File: config.mk
export PLATFORM = sky130hd
export DESIGN_NAME = sensor_conditioner
export DESIGN_NICKNAME = d
export VERILOG_FILES = /design/src/rtl/sensor_conditioner.sv
export SDC_FILE = /design/constraint.sdc
export NUM_CORES = 1
export LEC_CHECK = 0
export CAP_MARGIN = 20
export CORE_MARGIN = 1
export CORE_UTILIZATION = 45
export DETAILED_ROUTE_END_ITERATION = 12
export HOLD_SLACK_MARGIN = 0.12
export MAX_ROUTING_LAYER = met4
export PLACE_DENSITY_LB_ADDON = 0.15
export SKIP_LAST_GASP = 1
export SLEW_MARGIN = 25
export SYNTH_ARGS = -nofsm -noshare
export SYNTH_HDL_FRONTEND = slang
export SYNTH_SLANG_ARGS = --single-unit
File: constraint.sdc
create_clock -name clk_16ms -period 4.7 [get_ports clk_16ms]
set_input_delay 0.47 -clock clk_16ms [delete_from_list [all_inputs] [get_ports clk_16ms]]
set_output_delay 0.47 -clock clk_16ms [all_outputs]
set_load 0.05 [all_outputs]
File: src/rtl/sensor_conditioner.sv
// sensor_conditioner: moving-average front end for the relay-protection FSM.
// Keeps the last 2^LOG2_WIN raw ADC samples in a circular buffer with a running
// sum, qualifies the filtered reading with sen_enable once the window is full,
// and drops to STALE when the sample feed stops for TIMEOUT_TICKS ticks.
//
//   state    | meaning
//   ---------+----------------------------------------------------------
//   ST_FILL  | window partially populated, sen is a partial average
//   ST_RUN   | window full, sen valid, sen_enable high
//   ST_STALE | feed stalled, sen frozen, next sample restarts the window
module sensor_conditioner #(
    parameter int LOG2_WIN      = 3,
    parameter int TIMEOUT_TICKS = 63,
    parameter int RAW_W         = 12
) (
    input  logic                clk_16ms,
    input  logic                rst,
    input  logic                clear,
    input  logic                sample_valid,
    input  logic [RAW_W-1:0]    sample_data,
    output logic [15:0]         sen,
    output logic                sen_enable,
    output logic                stale,
    output logic [LOG2_WIN:0]   fill_cnt
);
    localparam int WIN    = 1 << LOG2_WIN;
    localparam int SUM_W  = RAW_W + LOG2_WIN;
    localparam int IDLE_W = 8;

    typedef enum logic [1:0] {
        ST_FILL  = 2'd0,
        ST_RUN   = 2'd1,
        ST_STALE = 2'd2
    } state_t;

    state_t state;
    state_t state_nxt;

    logic [RAW_W-1:0]    win_buf [WIN];
    logic [SUM_W-1:0]    sum;
    logic [LOG2_WIN-1:0] wp;
    logic [IDLE_W-1:0]   idle_cnt;
    logic [IDLE_W-1:0]   idle_nxt;

    logic                accept;
    logic                idle_hit;
    logic                fill_last;
    logic [SUM_W-1:0]    sum_slide;

    assign accept    = sample_valid & ~clear;
    // Old entry is subtracted even while filling; it is zero there because the buffer is flushed.
    assign sum_slide = sum + SUM_W'(sample_data) - SUM_W'(win_buf[wp]);
    assign fill_last = (fill_cnt == (LOG2_WIN+1)'(WIN - 1));

    // Saturating idle counter: cleared by any strobe, otherwise counts toward the timeout.
    always_comb begin
        idle_nxt = idle_cnt;
        if (sample_valid) begin
            idle_nxt = '0;
        end else if (idle_cnt != IDLE_W'(TIMEOUT_TICKS)) begin
            idle_nxt = idle_cnt + 1'b1;
        end
    end

    assign idle_hit = (idle_nxt == IDLE_W'(TIMEOUT_TICKS));

    // State register.
    always_ff @(posedge clk_16ms or posedge rst) begin
        if (rst) begin
            state <= ST_FILL;
        end else begin
            state <= state_nxt;
        end
    end

    // Next-state logic; clear overrides everything, a full-window accept beats the timeout.
    always_comb begin
        state_nxt = state;
        if (clear) begin
            state_nxt = ST_FILL;
        end else begin
            case (state)
                ST_FILL: begin
                    if (accept && fill_last) begin
                        state_nxt = ST_RUN;
                    end else if (idle_hit) begin
                        state_nxt = ST_STALE;
                    end
                end
                ST_RUN: begin
                    if (idle_hit) begin
                        state_nxt = ST_STALE;
                    end
                end
                ST_STALE: begin
                    if (accept) begin
                        state_nxt = ST_FILL;
                    end
                end
                default: state_nxt = ST_FILL;
            endcase
        end
    end

    // Qualifier outputs decoded straight from the state, so they are mutually exclusive.
    always_comb begin
        sen_enable = 1'b0;
        stale      = 1'b0;
        case (state)
            ST_RUN:   sen_enable = 1'b1;
            ST_STALE: stale      = 1'b1;
            default: begin
                sen_enable = 1'b0;
                stale      = 1'b0;
            end
        endcase
    end

    // Window buffer, running sum, pointer, fill count and registered filtered reading.
    always_ff @(posedge clk_16ms or posedge rst) begin
        if (rst) begin
            for (int i = 0; i < WIN; i++) begin
                win_buf[i] <= '0;
            end
            sum      <= '0;
            wp       <= '0;
            idle_cnt <= '0;
            fill_cnt <= '0;
            sen      <= '0;
        end else if (clear) begin
            for (int i = 0; i < WIN; i++) begin
                win_buf[i] <= '0;
            end
            sum      <= '0;
            wp       <= '0;
            idle_cnt <= '0;
            fill_cnt <= '0;
            sen      <= '0;
        end else begin
            idle_cnt <= idle_nxt;
            if (accept) begin
                if (state == ST_STALE) begin
                    // Restart: stale history is discarded, this sample becomes entry 0.
                    for (int i = 1; i < WIN; i++) begin
                        win_buf[i] <= '0;
                    end
                    win_buf[0] <= sample_data;
                    sum        <= SUM_W'(sample_data);
                    wp         <= LOG2_WIN'(1);
                    fill_cnt   <= (LOG2_WIN+1)'(1);
                    sen        <= 16'(sample_data >> LOG2_WIN);
                end else begin
                    win_buf[wp] <= sample_data;
                    sum         <= sum_slide;
                    wp          <= wp + 1'b1;
                    if (state == ST_FILL) begin
                        fill_cnt <= fill_cnt + 1'b1;
                    end
                    sen         <= 16'(sum_slide >> LOG2_WIN);
                end
            end
        end
    end

endmodule
==> flow_metrics.tcl <==
set metrics [dict create \
    worst_slack_ns 0.390 \
    h-tree-depth 4 \
    synthFlopType "dfrtp_1" \
    hold_class "register to register" \
    synth-async-reset-ratio_pct 100 \
    ios 38 \
    p_leak_nw 3.74 \
    synth_cells 698 \
    place_congestion 0.908 \
    max_freq_ghz 0.232 \
    fin_setup_tns_ns 0 \
    wl_per_cell_microns 20.2 \
    post-place-ws_ns 0.506 \
    grt-ovfl-total 0 \
    die_height_microns 128 \
    synth_edf_count 0 \
    fin_nets 755 \
    rsz0062_at_grt "no" \
    layout-drive-gt1-share_pct 12.2 \
    areaGrowthSynthToFinish_pct 13.8 \
    fp.dieArea_sq_um 16300 \
    placed_area_sq_um 7520 \
    core_area_sq_um 15300 \
    yosysWarnings 0 \
    max_stage_delay_ns 0.72 \
    yosysUniqueCellTypes 55 \
    cts_buffers 17 \
    final_area_sq_um 8090 \
    syn_avg_cell_area_sq_um 10.2 \
    outcome "finished clean" \
    num_antenna_cells 0 \
    swShare_pct 34.7 \
    dp_hpwl_microns 13500 \
    remaining_drc_errors 0 \
    relSlewSlack_pct 29.5 \
    start_util_pct 46.4 \
    ys_seq_area_share_pct 45.1 \
    setup_viol 0 \
    synth-compound-area-share_pct 21.0 \
    synthXorXnorAreaFrac_pct 1.97 \
    finalPower_mw 3.73 \
    grt_pass1_vias 5431 \
    antenna_left 0 \
    path_class "register to register" \
    io_buffers 33 \
    worstPathRequired_ns 5.02 \
    vias 5459 \
    slew_viol_final 0 \
    post_cts_resize_count 0 \
    cellPowerDensity_nw_per_um2 461 \
    worstPathCellList "buf_4 > mux4_2 > mux2_2 > fa_1 > inv_1 > ha_1 > a21o_1 > a31o_2 > nor3b_1 > a221oi_1 > xnor2_1 > a21oi_1 > o22ai_1" \
    cts_max_path_buffers 2 \
    cts_sinks 128 \
    critPathMaxFanout 16 \
    vias_per_cell 5.86 \
    cap_violations 0 \
    die_width_microns 128 \
    post-route-min-period_ns 4.31 \
    vdd_ir_drop_max_mv 0.259 \
    critPathBufInv 2 \
    synthMuxAreaShare_pct 6.22 \
    clk_latency_ns 0.41 \
    switching_power_mw 1.29 \
    drt_pass1_iterations 5 \
    clk_pin_slew_ns 0.06 \
    holdBufCountCts 0 \
    synthAdderAreaFrac_pct 6.55 \
    grt_max_degree 70 \
    tightestPinTransition_ns 1.05 \
    cpLargestDelayFamily "compound AO/OA/AOI/OAI gates" \
    cp.arrival_ns 4.63 \
    power_frac_seq_pct 32.8 \
    root_buffer "clkbuf_16" \
    grt_use_total_pct 25.6 \
    end_kind "register" \
    clockPowerShare_pct 32.9 \
    min_period_over_period_pct 91.7 \
    wirelength_microns 18800 \
    cts_setup_buffers 0 \
    drtIter0Drc 475 \
    cpMaxStageDelayCell "dfrtp_1" \
    cts_tree "done" \
    skew_ns 0.00904 \
    ys_ff_latch 128 \
    synth_top_family_by_area "compound AO/OA/AOI/OAI gates" \
    startpoint_type "register" \
    p_comb_share_pct 34.3 \
    rows 45 \
    p_int_mw 2.43 \
    grt_antenna_before_repair 0 \
    grt_pass1_wl_microns 30800 \
    syn_area_sq_um 7100 \
    hold_viol 0 \
    yosys.area_share.simple_pct 10.8 \
]
==> cell type report <==
cell class | count | area, sq um
multi-input combinational | 448 | 3330
inverter | 55 | 209
clock buffer | 25 | 526
sequential | 128 | 3200
clock inverter | 5 | 27.5
timing repair buffer | 59 | 526
fill | 1392 | 7230
tap | 211 | 264
==> state kept, by name (all words and copies together), names as in the netlist <==
name	flops
fill_cnt	4
idle_cnt	8
sen	1
state	2
sum	14
win_buf	96
wp	3
==> through the flow <==
stage,utilization (%),hold WS [ns],instances
floorplan,-,0.460,701
global placement,49.1,0.477,901
detailed placement,49.1,0.477,901
CTS,52.7,0.497,931
global route,52.8,0.509,931
finish,52.8,0.494,931
==> path summary, 6_finish.rpt <==
check | slack, ns | cells past startpoint | start | to
max | 0.39 | 13 | wp[1] | sen[11]
min in group asynchronous | 0.60 | 2 | rst | idle_cnt[0]
min | 0.49 | 1 | win_buf[57] | win_buf[57]
min reg2reg | 0.49 | 1 | win_buf[57] | win_buf[57]
max reg2reg | 0.39 | 13 | wp[1] | sen[11]
max in group asynchronous | 3.09 | 3 | rst | win_buf[16]
==> worst register-to-register path, delay by kind of cell (launching register included) <==
family	cells	cell delay (ns)
buffers and inverters	2	0.39
XOR/XNOR	1	0.30
AND/OR/NAND/NOR	1	0.17
multiplexers	2	0.85
AO/OA/AOI/OAI	5	0.90
flip-flops	1	0.72
adder cells (fa/ha/maj)	2	0.87
==> synthesized netlist by cell type, types with 2 or more instances <==
library cell | number | area share (%)
o21bai_1 | 2 | 0.21
nand3_1 | 7 | 0.49
mux4_2 | 10 | 3.2
nand2_1 | 43 | 2.3
xnor2_1 | 11 | 1.4
mux2i_1 | 7 | 0.99
fa_1 | 12 | 3.4
a31oi_1 | 3 | 0.26
xor2_1 | 5 | 0.62
o21ai_1 | 11 | 0.78
a21oi_1 | 31 | 2.2
a221oi_1 | 13 | 1.6
clkbuf_8 | 6 | 1.2
o211ai_1 | 3 | 0.32
nor3b_1 | 3 | 0.32
buf_2 | 2 | 0.14
a311oi_1 | 6 | 0.74
buf_4 | 16 | 1.7
clkbuf_1 | 45 | 2.4
inv_1 | 54 | 2.9
a211oi_1 | 4 | 0.42
nor2b_1 | 6 | 0.53
o22ai_1 | 7 | 0.62
ha_1 | 18 | 3.2
o21ai_0 | 18 | 1.3
dfrtp_1 | 128 | 45
nor3_1 | 13 | 0.92
nand2b_1 | 6 | 0.53
a21o_1 | 6 | 0.63
a22oi_1 | 6 | 0.63
and3_1 | 3 | 0.26
a22o_1 | 85 | 10
nand4_1 | 2 | 0.18
nor2_1 | 72 | 3.8
mux2_2 | 13 | 2.1
or2_1 | 2 | 0.18
==> layout by cell type, fill, tap and decap left out, types with 3 or more instances in the layout <==
| cell type | n |
|---|---|
| a211oi_1 | 4 |
| a21o_1 | 6 |
| a21oi_1 | 31 |
| a221oi_1 | 13 |
| a22o_1 | 85 |
| a22oi_1 | 6 |
| a311oi_1 | 6 |
| a31oi_1 | 3 |
| and3_1 | 3 |
| buf_4 | 26 |
| clkbuf_16 | 17 |
| clkbuf_8 | 7 |
| clkdlybuf4s50_1 | 33 |
| clkinv_2 | 4 |
| conb_1 | 4 |
| dfrtp_1 | 128 |
| fa_1 | 12 |
| ha_1 | 18 |
| inv_1 | 53 |
| mux2_2 | 13 |
| mux2i_1 | 7 |
| mux4_2 | 10 |
| nand2_1 | 43 |
| nand2b_1 | 6 |
| nand3_1 | 7 |
| nor2_1 | 72 |
| nor2b_1 | 6 |
| nor3_1 | 13 |
| nor3b_1 | 3 |
| o211ai_1 | 3 |
| o21ai_0 | 18 |
| o21ai_1 | 8 |
| o21ai_2 | 3 |
| o22ai_1 | 7 |
| xnor2_1 | 11 |
| xor2_1 | 5 |
==> power groups by stage <==
stage | combinational (mW) | clock, mW | sequential, mW
5_1_grt | 1.39 | 1.29 | 1.23
3_3_place_gp | 1.26 | 0 | 1.24
2_1_floorplan | 1.01 | 0 | 1.22
6_report | 1.28 | 1.22 | 1.22
3_5_place_dp | 1.27 | 0 | 1.24
4_1_cts | 1.28 | 1.24 | 1.22
==> routing by layer <==
layer | vias up | wire (microns) | GRT usage, %
met5 | - | 0 | -
met4 | 0 | 141 | 5.67
met3 | 12 | 810 | 5.03
met2 | 153 | 8710 | 38.6
met1 | 2806 | 9160 | 36.1
li1 | 2488 | - | -
==> cells by family after synthesis <==
group | Yosys count
simple gates | 166
mux | 30
buf+inv | 125
other cells | 1
compound gates | 202
xor+xnor | 16
flops | 128
fa+ha+maj | 30
(Power assumes the default switching activity.)
==> variant (config.mk and constraints unchanged) <==
`IDLE_W`: 8 -> 7.
--- a/src/rtl/sensor_conditioner.sv
+++ b/src/rtl/sensor_conditioner.sv
@@ -25,7 +25,7 @@
 );
     localparam int WIN    = 1 << LOG2_WIN;
     localparam int SUM_W  = RAW_W + LOG2_WIN;
-    localparam int IDLE_W = 8;
+    localparam int IDLE_W = 7;
 
     typedef enum logic [1:0] {
         ST_FILL  = 2'd0,
Formal check against the unedited RTL: no difference found for any inputs over 4 cycles, from zero or initial values and one cycle with rst high; that may be too few to reach the edited logic, so the function may still have changed.
==> variant against the unedited design <==
Power rose by 2.3%. Sequential power barely moved. Synthesized area is 1.5% lower. Sequential cell count down 1. Combinational power rose by 5%. Wire length grew 4.9%. Worst setup slack better by 63 ps. Cell area decreased by 1.2%. Via count grew 2.3%. Critical path type unchanged. Critical endpoint is now sum[12].
==> variant: results (changes against the unedited design) <==
{
  "run_status": {
    "status": "finished clean"
  },
  "power_and_ir_drop": {
    "static-leakage-power": {"value": 3.69, "unit": "nW", "change": "-1.4%"},
    "ir_drop": {"value": 0.000254, "unit": "V", "change": "-1.7%"}
  },
  "yosys": {
    "syn-mean-instance-area": {"value": 10.0, "unit": "sq um", "change": "-1.3%"},
    "count_of_distinct_cell_types_in_the_synthesized_netlist": {"value": 56, "change": "+1.8%"},
    "synth.top_cells.by_count": "sky130_fd_sc_hd__dfrtp_1, sky130_fd_sc_hd__a22o_1, sky130_fd_sc_hd__nand2_1",
    "share_of_synthesized_area_occupied_by_flip_flops_and_latches": {"value": 45.4, "unit": "%", "change": "+0.32 points"},
    "synth.top_cells.by_area": "sky130_fd_sc_hd__dfrtp_1, sky130_fd_sc_hd__a22o_1, sky130_fd_sc_hd__fa_1"
  },
  "detailed_routing": {
    "drt_iter0_markers": {"value": 445, "change": "-6.3%"}
  },
  "placed_design": {
    "dpl.hpwl": {"value": 13600, "unit": "um", "change": "+0.97%"},
    "pre_cts_slack": {"value": 552, "unit": "ps", "change": "+45.5 ps"},
    "finalWeightedCongestion": {"value": 0.910, "change": "+0.20%"},
    "dpl.cell_count": {"value": 881, "change": "-2.2%"},
    "placement.cell_area": {"value": 7420, "unit": "sq um", "change": "-1.4%"}
  },
  "grt": {
    "vias_in_the_first_global_route": {"value": 5746, "change": "+5.8%"},
    "grt_pass1_wl": {"value": 31800, "unit": "um", "change": "+3.0%"},
    "globalRouteTotalUtil": {"value": 26.8, "unit": "%", "change": "+1.2 points"}
  },
  "cells_and_area": {
    "instances_no_fill": {"value": 913, "change": "-1.9%"},
    "flow.area_growth_from_synthesis_pct": 14.1,
    "nNetsFinal": {"value": 758, "change": "+0.40%"},
    "filler_cell_count_in_the_final_layout": {"value": 1361, "change": "-2.2%"},
    "fraction_of_final_layout_cells_with_drive_strength_greater_than_1": {"value": 10.6, "unit": "%", "change": "-1.6 points"},
    "reg.largest.list": "win_buf: 96 flops, sum: 14 flops, idle_cnt: 7 flops"
  },
  "timing": {
    "clock_skew": {"value": 6.61, "unit": "ps", "change": "-2.44 ps"},
    "worstMarginPinSlew": {"value": 1050, "unit": "ps", "change": "+3.08 ps"}
  },
  "worst_setup_path": {
    "worst_ep_arrival_time": {"value": 4550, "unit": "ps", "change": "-80 ps"},
    "path_max_fanout": {"value": 25, "change": "+9"},
    "cp_slowest_stage_delay": {"value": 790, "unit": "ps", "change": "+70 ps"}
  }
}
[variant: cells by family after synthesis]
group	share of synthesized area [%]
AO/OA/AOI/OAI	21.9
XOR/XNOR	1.88
adder cells (fa/ha/maj)	6.65
buffers and inverters	7.67
flip-flops	45.4
multiplexers	5.20
other	0.0536
AND/OR/NAND/NOR	11.3
[variant: layer usage]
layer	vias up	global-route usage (%)	share of wire, %
met5	-	-	0
met4	0	10.0	2.6
met3	40	4.89	5.0
met2	177	42.0	48
met1	2846	35.0	45
li1	2519	-	-
[variant: area by class of cell]
class	instances	area share, %
multi-input combinational	454	41.4
sequential	127	39.8
timing repair buffer	54	6.11
inverter	58	2.76
tap	188	2.95
clock buffer	18	5.50
clock inverter	14	1.49
[variant: path summary, 6_finish.rpt]
path	from	endpoint	slack [ps]	cells past startpoint
setup reg to reg	wp[0]	sum[12]	450	13
min in group asynchronous	rst	win_buf[69]	520	2
hold reg to reg	win_buf[3]	win_buf[3]	480	2
setup / recovery	wp[0]	sum[12]	450	13
max in group asynchronous	rst	win_buf[55]	3230	3
hold / removal	win_buf[3]	win_buf[3]	480	2
[variant: where the power goes]
part           internal (mW)  leakage (nW)  switching [mW]
combinational          0.529          1.68           0.822
clock                  0.737         0.264           0.511
sequential              1.16          1.75          0.0570
total                   2.42          3.69            1.39
[variant: tightest hold or removal path, cell delays in order, from the launching register on]
cell                      delay [ps]
sky130_fd_sc_hd__dfrtp_1         340
sky130_fd_sc_hd__nand2_1          40
sky130_fd_sc_hd__o21ai_0          60
